`config.mk`:
```
export PLATFORM = sky130hd
export DESIGN_NAME = blink_scheduler
export DESIGN_NICKNAME = d
export VERILOG_FILES = /design/src/rtl/blink_scheduler.sv
export SDC_FILE = /design/constraint.sdc
export NUM_CORES = 1
export LEC_CHECK = 0
export ABC_AREA = 1
export BUFFER_PORTS_ARGS = -buffer_cell sky130_fd_sc_hd__buf_2
export CAP_MARGIN = 20
export CORE_MARGIN = 4
export CORE_UTILIZATION = 42
export CTS_CLUSTER_DIAMETER = 200
export DETAILED_ROUTE_END_ITERATION = 7
export PLACE_DENSITY = 0.63
export SYNTH_ARGS = -nofsm -noshare
export SYNTH_HDL_FRONTEND = slang
export SYNTH_SLANG_ARGS = --single-unit
```
`constraint.sdc`:
```
create_clock -name clk -period 2.5 [get_ports clk]
set_input_delay 0.375 -clock clk [delete_from_list [all_inputs] [get_ports clk]]
set_output_delay 0.375 -clock clk [all_outputs]
set_load 0.1 [all_outputs]
```
`src/rtl/blink_scheduler.sv`:
```
// Round-robin burst scheduler: two requesters share one prescaler and take
// turns running bursts of LED toggles at their own half-period.
module blink_scheduler #(
    parameter int CNT_WIDTH   = 24,
    parameter int BURST_WIDTH = 4
) (
    input  logic                   clk,
    input  logic                   rst_n,
    input  logic [1:0]             req,
    input  logic [CNT_WIDTH-1:0]   period0,
    input  logic [CNT_WIDTH-1:0]   period1,
    input  logic [BURST_WIDTH-1:0] count0,
    input  logic [BURST_WIDTH-1:0] count1,
    input  logic                   abort,
    output logic [1:0]             ack,
    output logic [1:0]             done,
    output logic                   aborted,
    output logic                   busy,
    output logic [1:0]             led
);

    typedef enum logic [1:0] {IDLE, RUN, DONE} state_t;

    state_t                 state, state_nxt;
    logic                   id;
    logic                   last;
    logic [CNT_WIDTH-1:0]   presc;
    logic [CNT_WIDTH-1:0]   period_l;
    logic [BURST_WIDTH-1:0] remaining;

    logic can_grant, prefer_last, gid, tick, finish;

    always_comb begin
        can_grant   = (state == IDLE || state == DONE) && (req != 2'b00);
        // Leaving DONE, the pointer update to id is not yet visible in last.
        prefer_last = (state == DONE) ? id : last;
        case (req)
            2'b01:   gid = 1'b0;
            2'b10:   gid = 1'b1;
            default: gid = ~prefer_last;
        endcase
        tick   = (presc == period_l);
        // A zero-count burst still spends one RUN cycle so done lands after ack.
        finish = (state == RUN) &&
                 (abort || remaining == '0 || (tick && remaining == BURST_WIDTH'(1)));
    end

    always_comb begin
        state_nxt = state;
        case (state)
            IDLE:    if (can_grant) state_nxt = RUN;
            RUN:     if (finish) state_nxt = DONE;
            DONE:    state_nxt = can_grant ? RUN : IDLE;
            default: state_nxt = IDLE;
        endcase
    end

    always_ff @(posedge clk or negedge rst_n) begin
        if (!rst_n) state <= IDLE;
        else        state <= state_nxt;
    end

    always_ff @(posedge clk or negedge rst_n) begin
        if (!rst_n) begin
            id        <= 1'b0;
            last      <= 1'b1;
            presc     <= '0;
            period_l  <= '0;
            remaining <= '0;
            led       <= 2'b00;
            ack       <= 2'b00;
            done      <= 2'b00;
            aborted   <= 1'b0;
            busy      <= 1'b0;
        end else begin
            ack     <= 2'b00;
            done    <= 2'b00;
            aborted <= 1'b0;
            case (state)
                RUN: begin
                    presc <= tick ? '0 : presc + 1'b1;
                    if (tick && remaining != '0) begin
                        led[id]   <= ~led[id];
                        remaining <= remaining - 1'b1;
                    end
                    if (finish) begin
                        done[id] <= 1'b1;
                        aborted  <= abort;
                    end
                end
                default: begin
                    if (state == DONE) last <= id;
                    if (can_grant) begin
                        id        <= gid;
                        period_l  <= gid ? period1 : period0;
                        remaining <= gid ? count1 : count0;
                        presc     <= '0;
                        ack[gid]  <= 1'b1;
                        busy      <= 1'b1;
                    end else begin
                        busy <= 1'b0;
                    end
                end
            endcase
        end
    end

endmodule

```
# Word level (Yosys, flattened, before mapping)

Cells that the tools add are included.

Memories kept: 0
Bits in latches: 0
Logic and storage cells: 75
Bits in writable memories: 0
ROM bits: 0
Bits in registers: 64

Reduce and logical (&&, ||, !) cells: 18
$mul: 0
Mux-type cells: 28
Shift operators: 0
Add/sub/neg operators: 2
Divide/modulo/power cells: 0
Bitwise gates (word level): 3
Equality and inequality tests: 9
Order comparisons: 4

Operator list:

| kind                                                                          | number |
|---|---|
| 24-bit two-way mux                                                            | 4 |
| 24-bit by 1-bit adder with 24-bit output (second input constant)              | 1 |
| 24-bit equality test                                                          | 1 |
| 4-bit two-way mux                                                             | 4 |
| 2-bit two-way mux                                                             | 6 |
| 1-bit two-way mux                                                             | 9 |
| 2-bit AND reduction                                                           | 4 |
| 1-bit logical AND                                                             | 6 |
| 2-bit case mux with 3 select lines                                            | 1 |
| 2-bit by 1-bit equality test with 1-bit output (second input constant)        | 2 |
| 2-bit equality test (second input constant)                                   | 2 |
| 4-bit by 1-bit equality test with 1-bit output (second input constant)        | 1 |
| 4-bit logical NOT                                                             | 1 |
| 1-bit by 2-bit less-than comparator with 1-bit output (second input constant) | 2 |
| 2-bit inequality test (second input constant)                                 | 2 |
| 2-bit nonzero test                                                            | 2 |
| 4-bit nonzero test                                                            | 1 |
| 4-bit by 1-bit subtractor with 4-bit output (second input constant)           | 1 |
| 1-bit logical OR                                                              | 3 |
| 1-bit NOT                                                                     | 3 |
| 2-bit bitwise mux                                                             | 1 |
| 1-bit demux with 1-bit select                                                 | 2 |
| 1-bit greater-or-equal comparator (second input constant)                     | 2 |
| 2-bit logical NOT                                                             | 1 |
| other kinds (2)                                                               | 2 |

# Logic depth before layout (Yosys ltp)

Gate-level depths: netlist (run 1).

Depth in word-level cells: 10
Mapped depth: 12
Mapped depth without buffers: 12

# Worst setup path after synthesis (run 1)

No wires, ideal clock.

Kind: input to register
Start: in req[0]
End: reg period_l[19]
Stages: 10
Library setup time: 0.130 ns
Required time: 2.370 ns
Path slack: 0.771 ns
Arrival time: 1.599 ns
Buffers on the path: 1
Path through: inv_1 -> ha_1 -> inv_1 -> or2_2 -> a21boi_2 -> nand2_1 -> inv_2 -> buf_2 -> nand2_1 -> o211ai_1

Word-level cells in the longest chain between the ends: 3
Elaborated cells between the ends (all ways): 7
Classes of those cells: eq/ne: 2; mux: 2; reduce/logical: 3

Ends and longest elaborated chain:

| what                                                                    | line   | source |
|---|---|---|
| from (decl)                                                             | 9      | `input logic [1:0] req,` |
| 2-bit equality test, or another cell as far along                       | 37     | `case (req)` |
| 1-bit case mux with 2 select lines or 1-bit logical AND (tied branches) | 37, 34 |  |
| 24-bit two-way mux or 2-bit AND reduction (tied branches)               | -      |  |
| to (signal assigned)                                                    | 95     | `period_l <= gid ? period1 : period0;` |
| to (decl)                                                               | 28     | `logic [CNT_WIDTH-1:0] period_l;` |

Parallel ways exist; a longest one is shown, timed or not.
A chain may end at the register's enable or synchronous reset.

# Worst setup path after layout (run 1)

Start: reg presc[19]
End: reg presc[9]

Word-level cells in the longest chain between the ends: 3

Ends and longest elaborated chain:

| what                   | line | source |
|---|---|---|
| from (decl)            | 27   | `logic [CNT_WIDTH-1:0] presc;` |
| from (signal assigned) | 81   | `presc <= tick ? '0 : presc + 1'b1;` |
| 24-bit equality test   | 42   | `tick = (presc == period_l);` |
| 24-bit two-way mux     | 81   |  |
| 24-bit two-way mux     | 79   | `case (state)` |

No other way between the ends.

==> flow_summary.json, run 1 <==
{
  "slowest_stage": "dfrtp_1",
  "antenna_found_initial": 0,
  "rows": 35,
  "cp_common_cell": "nand2_1",
  "min_period_over_period_pct": 74.61,
  "grt-ovfl-total": 0,
  "postPlaceCellArea_sq_um": 4354,
  "ios": 69,
  "status": "finished clean",
  "clk_latency_ns": 0.34,
  "first_iter_violations": 111,
  "vias": 3418,
  "ctsResizeCount": 0,
  "ctsRootBufferMaster": "clkbuf_8",
  "p_sw_mw": 2.012,
  "ys_seq_area_share_pct": 40.45,
  "setup_viol": 0,
  "clkPwrFrac_pct": 21.9,
  "htreeDepth": 3,
  "crit_path_max_incr_delay_ns": 0.42,
  "drtPass1Iterations": 4,
  "internal-power_mw": 2.598,
  "synth_top_area_share_pct": 39.79,
  "areaGrowthSynthToFinish_pct": 15.54,
  "end_kind": "flip-flop",
  "synth_seq_cells": 64,
  "p_per_area_nw_per_um2": 1007,
  "drc": 0,
  "max-clock-path-buffers": 2,
  "dp.cells": 679,
  "instances_no_fill": 695,
  "arrival_ns": 2.07,
  "min_path_type": "primary input to asynchronous set/reset pin",
  "hold_violations": 0,
  "cts_hold_buf": 0,
  "grt_max_degree": 36,
  "dp_slack_ns": 0.4901,
  "yosysWarnings": 0,
  "stdcell_area_sq_um": 4578,
  "fin_crit_ns": 1.865,
  "crit_family": "simple AND/OR/NAND/NOR gates",
  "cp_num_buf_inv": 1,
  "switching_share_pct": 43.64,
  "grt_pass1_vias": 3505,
  "syn_inst": 511,
  "port_buffers": 68,
  "initial_core_util_pct": 43.09,
  "fmax_mhz": 536.1,
  "timing.final.ws_setup_ns": 0.6347,
  "diodes": 0,
  "syn_area_per_cell_sq_um": 7.755,
  "die_w_um": 105.1,
  "ir_worst_vdd_mv": 0.5992,
  "synth.largest_area_cell": "dfrtp_1",
  "worstSetupPathType": "flip-flop to flip-flop",
  "ant_nets": 0,
  "syn_area_sq_um": 3963,
  "p_total_mw": 4.610,
  "wire_per_inst_um": 13.62,
  "viasPerCell": 4.918,
  "synth.distinct_cells": 32,
  "p_seq_share_pct": 35.3,
  "synth_nets": 577,
  "ys_top_cells_by_area": "dfrtp_1 (40%), nand2_1 (18%), xor2_1 (6.6%)",
  "cp-start-kind": "flip-flop",
  "drive_gt1_share_pct": 23.29,
  "cts_sinks": 64,
  "cts_buffers": 9,
  "relSlewSlack_pct": 54.30,
  "dp_hpwl_mm": 7.359,
  "utilization_pct": 49.78,
  "cts.clk_slew.worst_paths_ns": 0.07,
  "p_leak_nw": 2.275,
  "wl_mm": 9.468,
  "crit_chain": "inv_1 -> nand2_1 -> nand2_1 -> nand2_1 -> nor2_1 -> nand2_2 -> nor2_4 -> nand2_4 -> nand2_4 -> o21ai_0",
  "grt_pass1_wl_mm": 16.11,
  "place_congestion": 0.8950,
  "critPathRequiredTime_ns": 2.70,
  "skew_ns": 0.008425,
  "die_y_um": 105.1,
  "final_nets": 645,
  "dieArea_sq_um": 11050,
  "track_usage_pct": 18.03,
  "rsz0062_at_grt": "no",
  "worst_slew_pin_slew_ns": 0.6848,
  "core_area_sq_um": 9196,
  "nFillCells": 916,
  "drv_cap": 0,
  "final-max-slew-violation-count": 0,
  "fin_tns_setup_ns": 0,
  "power_frac_comb_pct": 42.8,
  "cts_setup_buffers": 0,
  "critPathMaxFanout": 21,
  "hold_slack_ns": 0.05645,
  "cts_tree": "yes"
}
==> flip-flops by register name, summed over array words and instances (netlist names) <==
signal,flops
remaining,4
led,2
done,2
state,2
presc,24
ack,2
aborted,1
period_l,24
last,1
id,1
busy,1
==> layout make-up <==
| type | instances | area, sq um | share of cell area (%) |
|---|---|---|---|
| inverters | 57 | 215.2 | 4.701 |
| flip-flops and latches | 64 | 1603 | 35.01 |
| well taps | 111 | 138.9 | 3.034 |
| clock inverters | 3 | 65.06 | 1.421 |
| repair buffers | 74 | 385.4 | 8.418 |
| clock buffers | 13 | 158.9 | 3.471 |
| multi-input cells | 373 | 2012 | 43.95 |
==> power by group through the flow <==
stage / combinational, mW / sequential (mW) / clock [mW]
final: 1.97 / 1.63 / 1.01
after global routing: 2.23 / 1.66 / 1.08
after CTS: 2.00 / 1.63 / 1.03
after detailed placement: 1.99 / 1.64 / 0
after global placement: 1.95 / 1.64 / 0
after floorplan: 1.41 / 1.82 / 0
==> Yosys cell counts <==
cell	number
buf_12	2
clkinv_2	1
nor3_1	6
buf_6	2
clkbuf_1	3
or2_2	1
nor2_2	4
xnor2_1	10
nor3b_1	1
o21ai_2	8
o211ai_1	8
a21boi_2	1
xor2_1	30
nor2_4	3
nor3_4	1
inv_1	50
nand2_1	185
nand2_4	2
o21ai_0	6
clkbuf_8	1
nand3_2	2
inv_2	6
buf_2	7
o22ai_2	13
nand3_1	32
nand2_2	5
nor2_1	38
ha_1	5
dfstp_2	1
clkbuf_2	2
dfrtp_1	63
nand4_1	12
==> layout by cell type (no fill, tap or decap), types with 2 or more instances in the layout <==
cell type / count
buf_2: 68
buf_4: 6
bufinv_16: 2
clkbuf_1: 2
clkbuf_8: 11
clkinv_2: 2
dfrtp_1: 63
ha_1: 5
inv_1: 50
inv_2: 6
nand2_1: 185
nand2_2: 5
nand2_4: 2
nand3_1: 32
nand3_2: 2
nand4_1: 12
nor2_1: 38
nor2_2: 4
nor2_4: 3
nor3_1: 6
o211ai_1: 8
o21ai_0: 6
o21ai_2: 8
o22ai_2: 13
xnor2_1: 10
xor2_1: 30
==> per-layer routing <==
metal	vias up	GRT usage [%]	wire length [um]
li1	1737	-	-
met1	1592	21.06	4197
met2	77	32.54	4742
met3	12	4.385	388
met4	0	5.342	138
met5	-	0	0
==> final timing paths <==
kind	start	endpoint	slack [ns]	cells after the start
max	presc[19]$_DFFE_PN0P_	presc[9]$_DFFE_PN0P_	0.63	10
min in group clk	period1[22]	period_l[22]$_DFFE_PN0P_	0.24	3
max in group asynchronous	rst_n	presc[17]$_DFFE_PN0P_	2.10	2
min reg2reg	busy$_DFFE_PN0N_	busy$_DFFE_PN0N_	0.47	2
max reg2reg	presc[19]$_DFFE_PN0P_	presc[9]$_DFFE_PN0P_	0.63	10
min	rst_n	busy$_DFFE_PN0N_	0.06	2
==> cells by family after synthesis <==
logic type,share of synthesized area (%)
AOI/OAI and AO/OA,8.431
buffers and inverters,8.778
and+or+nand+nor,31.92
adders and majority gates,1.579
xor gates and xnor gates,8.841
DFF,40.45
(Power assumes the default switching activity.)
==> run 2: changes to the inputs <==
Settings changed: PLACE_DENSITY 0.63 to 0.65.
Clock period 2.5 ns to 1.54 ns, I/O delays scaled along.
==> flow_summary.json, run 2 (synthesized netlist as in run 1, its figures left out) <==
{
  "areaGrowthSynthToFinish_pct": 36.56,
  "htreeDepth": 3,
  "violations": "setup timing",
  "final_nets": 723,
  "fmax_mhz": 609.9,
  "dp_hpwl_mm": 7.892,
  "cp_common_cell": "nand2_2",
  "worstSetupPathType": "flip-flop to flip-flop",
  "cp.depth": 11,
  "cts_buffers": 9,
  "critPathRequiredTime_ns": 1.77,
  "hold_violations": 0,
  "final_common_cell": "nand2_1",
  "rsz0062_at_grt": "yes",
  "diodes": 0,
  "ant_nets": 0,
  "end_kind": "flip-flop",
  "r2r-start": "period_l[20]$_DFFE_PN0P_",
  "rows": 35,
  "cts.clk_slew.worst_paths_ns": 0.08,
  "grt_max_degree": 65,
  "final-max-slew-violation-count": 0,
  "vias": 3771,
  "drv_cap": 0,
  "drive_gt1_share_pct": 35.35,
  "track_usage_pct": 19.39,
  "hold_slack_ns": 0.08048,
  "drc": 0,
  "viasPerCell": 4.878,
  "stdcell_area_sq_um": 5411,
  "p_per_area_nw_per_um2": 1611,
  "fin_crit_ns": 1.640,
  "ir_worst_vdd_mv": 0.8106,
  "die_w_um": 105.1,
  "status": "finished, violations left",
  "final_cell_mix": "nand2_1 (176), buf_4 (74), buf_2 (68)",
  "r2r_setup_slack_ns": -0.1,
  "core_area_sq_um": 9196,
  "drtPass1Iterations": 4,
  "setup_viol": 32,
  "grt-ovfl-total": 0,
  "arrival_ns": 1.87,
  "ctsRootBufferMaster": "clkbuf_8",
  "cts_sinks": 64,
  "dieArea_sq_um": 11050,
  "top_regs": "period_l: 24 flops, presc: 24 flops, remaining: 4 flops",
  "skew_ns": 0.01261,
  "first_iter_violations": 147,
  "max-clock-path-buffers": 2,
  "slowest_stage": "dfrtp_1",
  "cts_tree": "yes",
  "ios": 69,
  "antenna_found_initial": 0,
  "min_period_over_period_pct": 106.5,
  "cp_num_buf_inv": 2,
  "timing.final.ws_setup_ns": -0.09964,
  "min_to": "period_l[13]$_DFFE_PN0P_",
  "postPlaceCellArea_sq_um": 4967,
  "hold_start": "period1[13]",
  "place_congestion": 0.8701,
  "r2r_cells": 11,
  "cp-start-kind": "flip-flop",
  "instances_no_fill": 773,
  "port_buffers": 68,
  "dp.cells": 748,
  "min_path_type": "primary input to flip-flop",
  "crit_chain": "inv_2 -> nand2_1 -> nand2_2 -> nand2_2 -> nor2_4 -> nand2_2 -> nor2_4 -> nand2_4 -> nand2_8 -> buf_12 -> o22ai_2",
  "utilization_pct": 58.84,
  "crit_path_max_incr_delay_ns": 0.42,
  "grt_pass1_wl_mm": 17.37,
  "p_leak_nw": 2.721,
  "r2r-end": "presc[4]$_DFFE_PN0P_",
  "min_path_cells": 3,
  "initial_core_util_pct": 43.09,
  "wire_per_inst_um": 13.71,
  "clk_latency_ns": 0.35,
  "relSlewSlack_pct": 67.68,
  "wl_mm": 10.60,
  "grt_pass1_vias": 3847,
  "crit_family": "simple AND/OR/NAND/NOR gates",
  "critPathMaxFanout": 7,
  "worst_slew_pin_slew_ns": 0.4882,
  "die_y_um": 105.1
}
==> run 2: final cells by class <==
| cell class | count | area, sq um |
|---|---|---|
| inverter | 57 | 224.0 |
| clock buffer | 11 | 141.4 |
| tap | 111 | 138.9 |
| timing repair buffer | 152 | 1096 |
| fill | 852 | 3785 |
| sequential | 64 | 1603 |
| multi-input combinational | 373 | 2128 |
| clock inverter | 5 | 80.08 |
==> run 2: where the power goes <==
part	internal, mW	total (mW)	switching, mW	leakage (nW)
logic	1.86	4.47	2.61	1.78
registers	2.20	2.58	0.386	0.831
clock network	0.954	1.67	0.714	0.106
total	5.01	8.72	3.71	2.72
==> run 2: worst max path at each step <==
stage / slack, ns / end / startpoint
5_1_grt: -0.19 / presc[3]$_DFFE_PN0P_ / presc[23]$_DFFE_PN0P_
4_1_cts: -0.10 / presc[4]$_DFFE_PN0P_ / presc[10]$_DFFE_PN0P_
3_3_place_gp: -0.16 / presc[3]$_DFFE_PN0P_ / period_l[20]$_DFFE_PN0P_
3_5_place_dp: -0.21 / period_l[20]$_DFFE_PN0P_ / req[0]
6_report: -0.1 / presc[4]$_DFFE_PN0P_ / period_l[20]$_DFFE_PN0P_
2_1_floorplan: -0.006 / period_l[19]$_DFFE_PN0P_ / req[0]
==> run 2: timing repair <==
action,CTS,global route
gates resized for setup,7,28
endpoints found under the hold margin,63,0
setup endpoints to repair,37,45
pin swaps,10,13
hold buffers,1,0
buffers inserted,3,3
gates cloned,0,2
==> run 2: worst register-to-register path: stages, from the launching register on <==
cell and delay [ns]:
dfrtp_1 0.42, inv_2 0.08, nand2_1 0.06, nand2_2 0.07, nand2_2 0.07, nor2_4 0.13
nand2_2 0.10, nor2_4 0.20, nand2_4 0.10, nand2_8 0.11, buf_12 0.14, o22ai_2 0.06
==> run 2: per-layer routing <==
layer  track usage, %  up-vias  part of all wire, %
met1            22.13     1784                   43
met2            34.88       72                   50
met5                0        -                    0
li1                 -     1898                    -
met3            4.077       17                  4.0
met4            8.247        0                  2.9
==> run 2: stage by stage <==
| step | setup slack, ns | setup TNS (ns) | power, mW |
|---|---|---|---|
| final | -0.09964 | -2.219 | 8.720 |
| after global routing | -0.1885 | -5.367 | 9.300 |
| after CTS | -0.1028 | -2.189 | 8.467 |
| after detailed placement | -0.2060 | -8.275 | 6.718 |
| after global placement | -0.1554 | -6.517 | 6.612 |
| after floorplan | -0.005693 | -0.01708 | 5.284 |
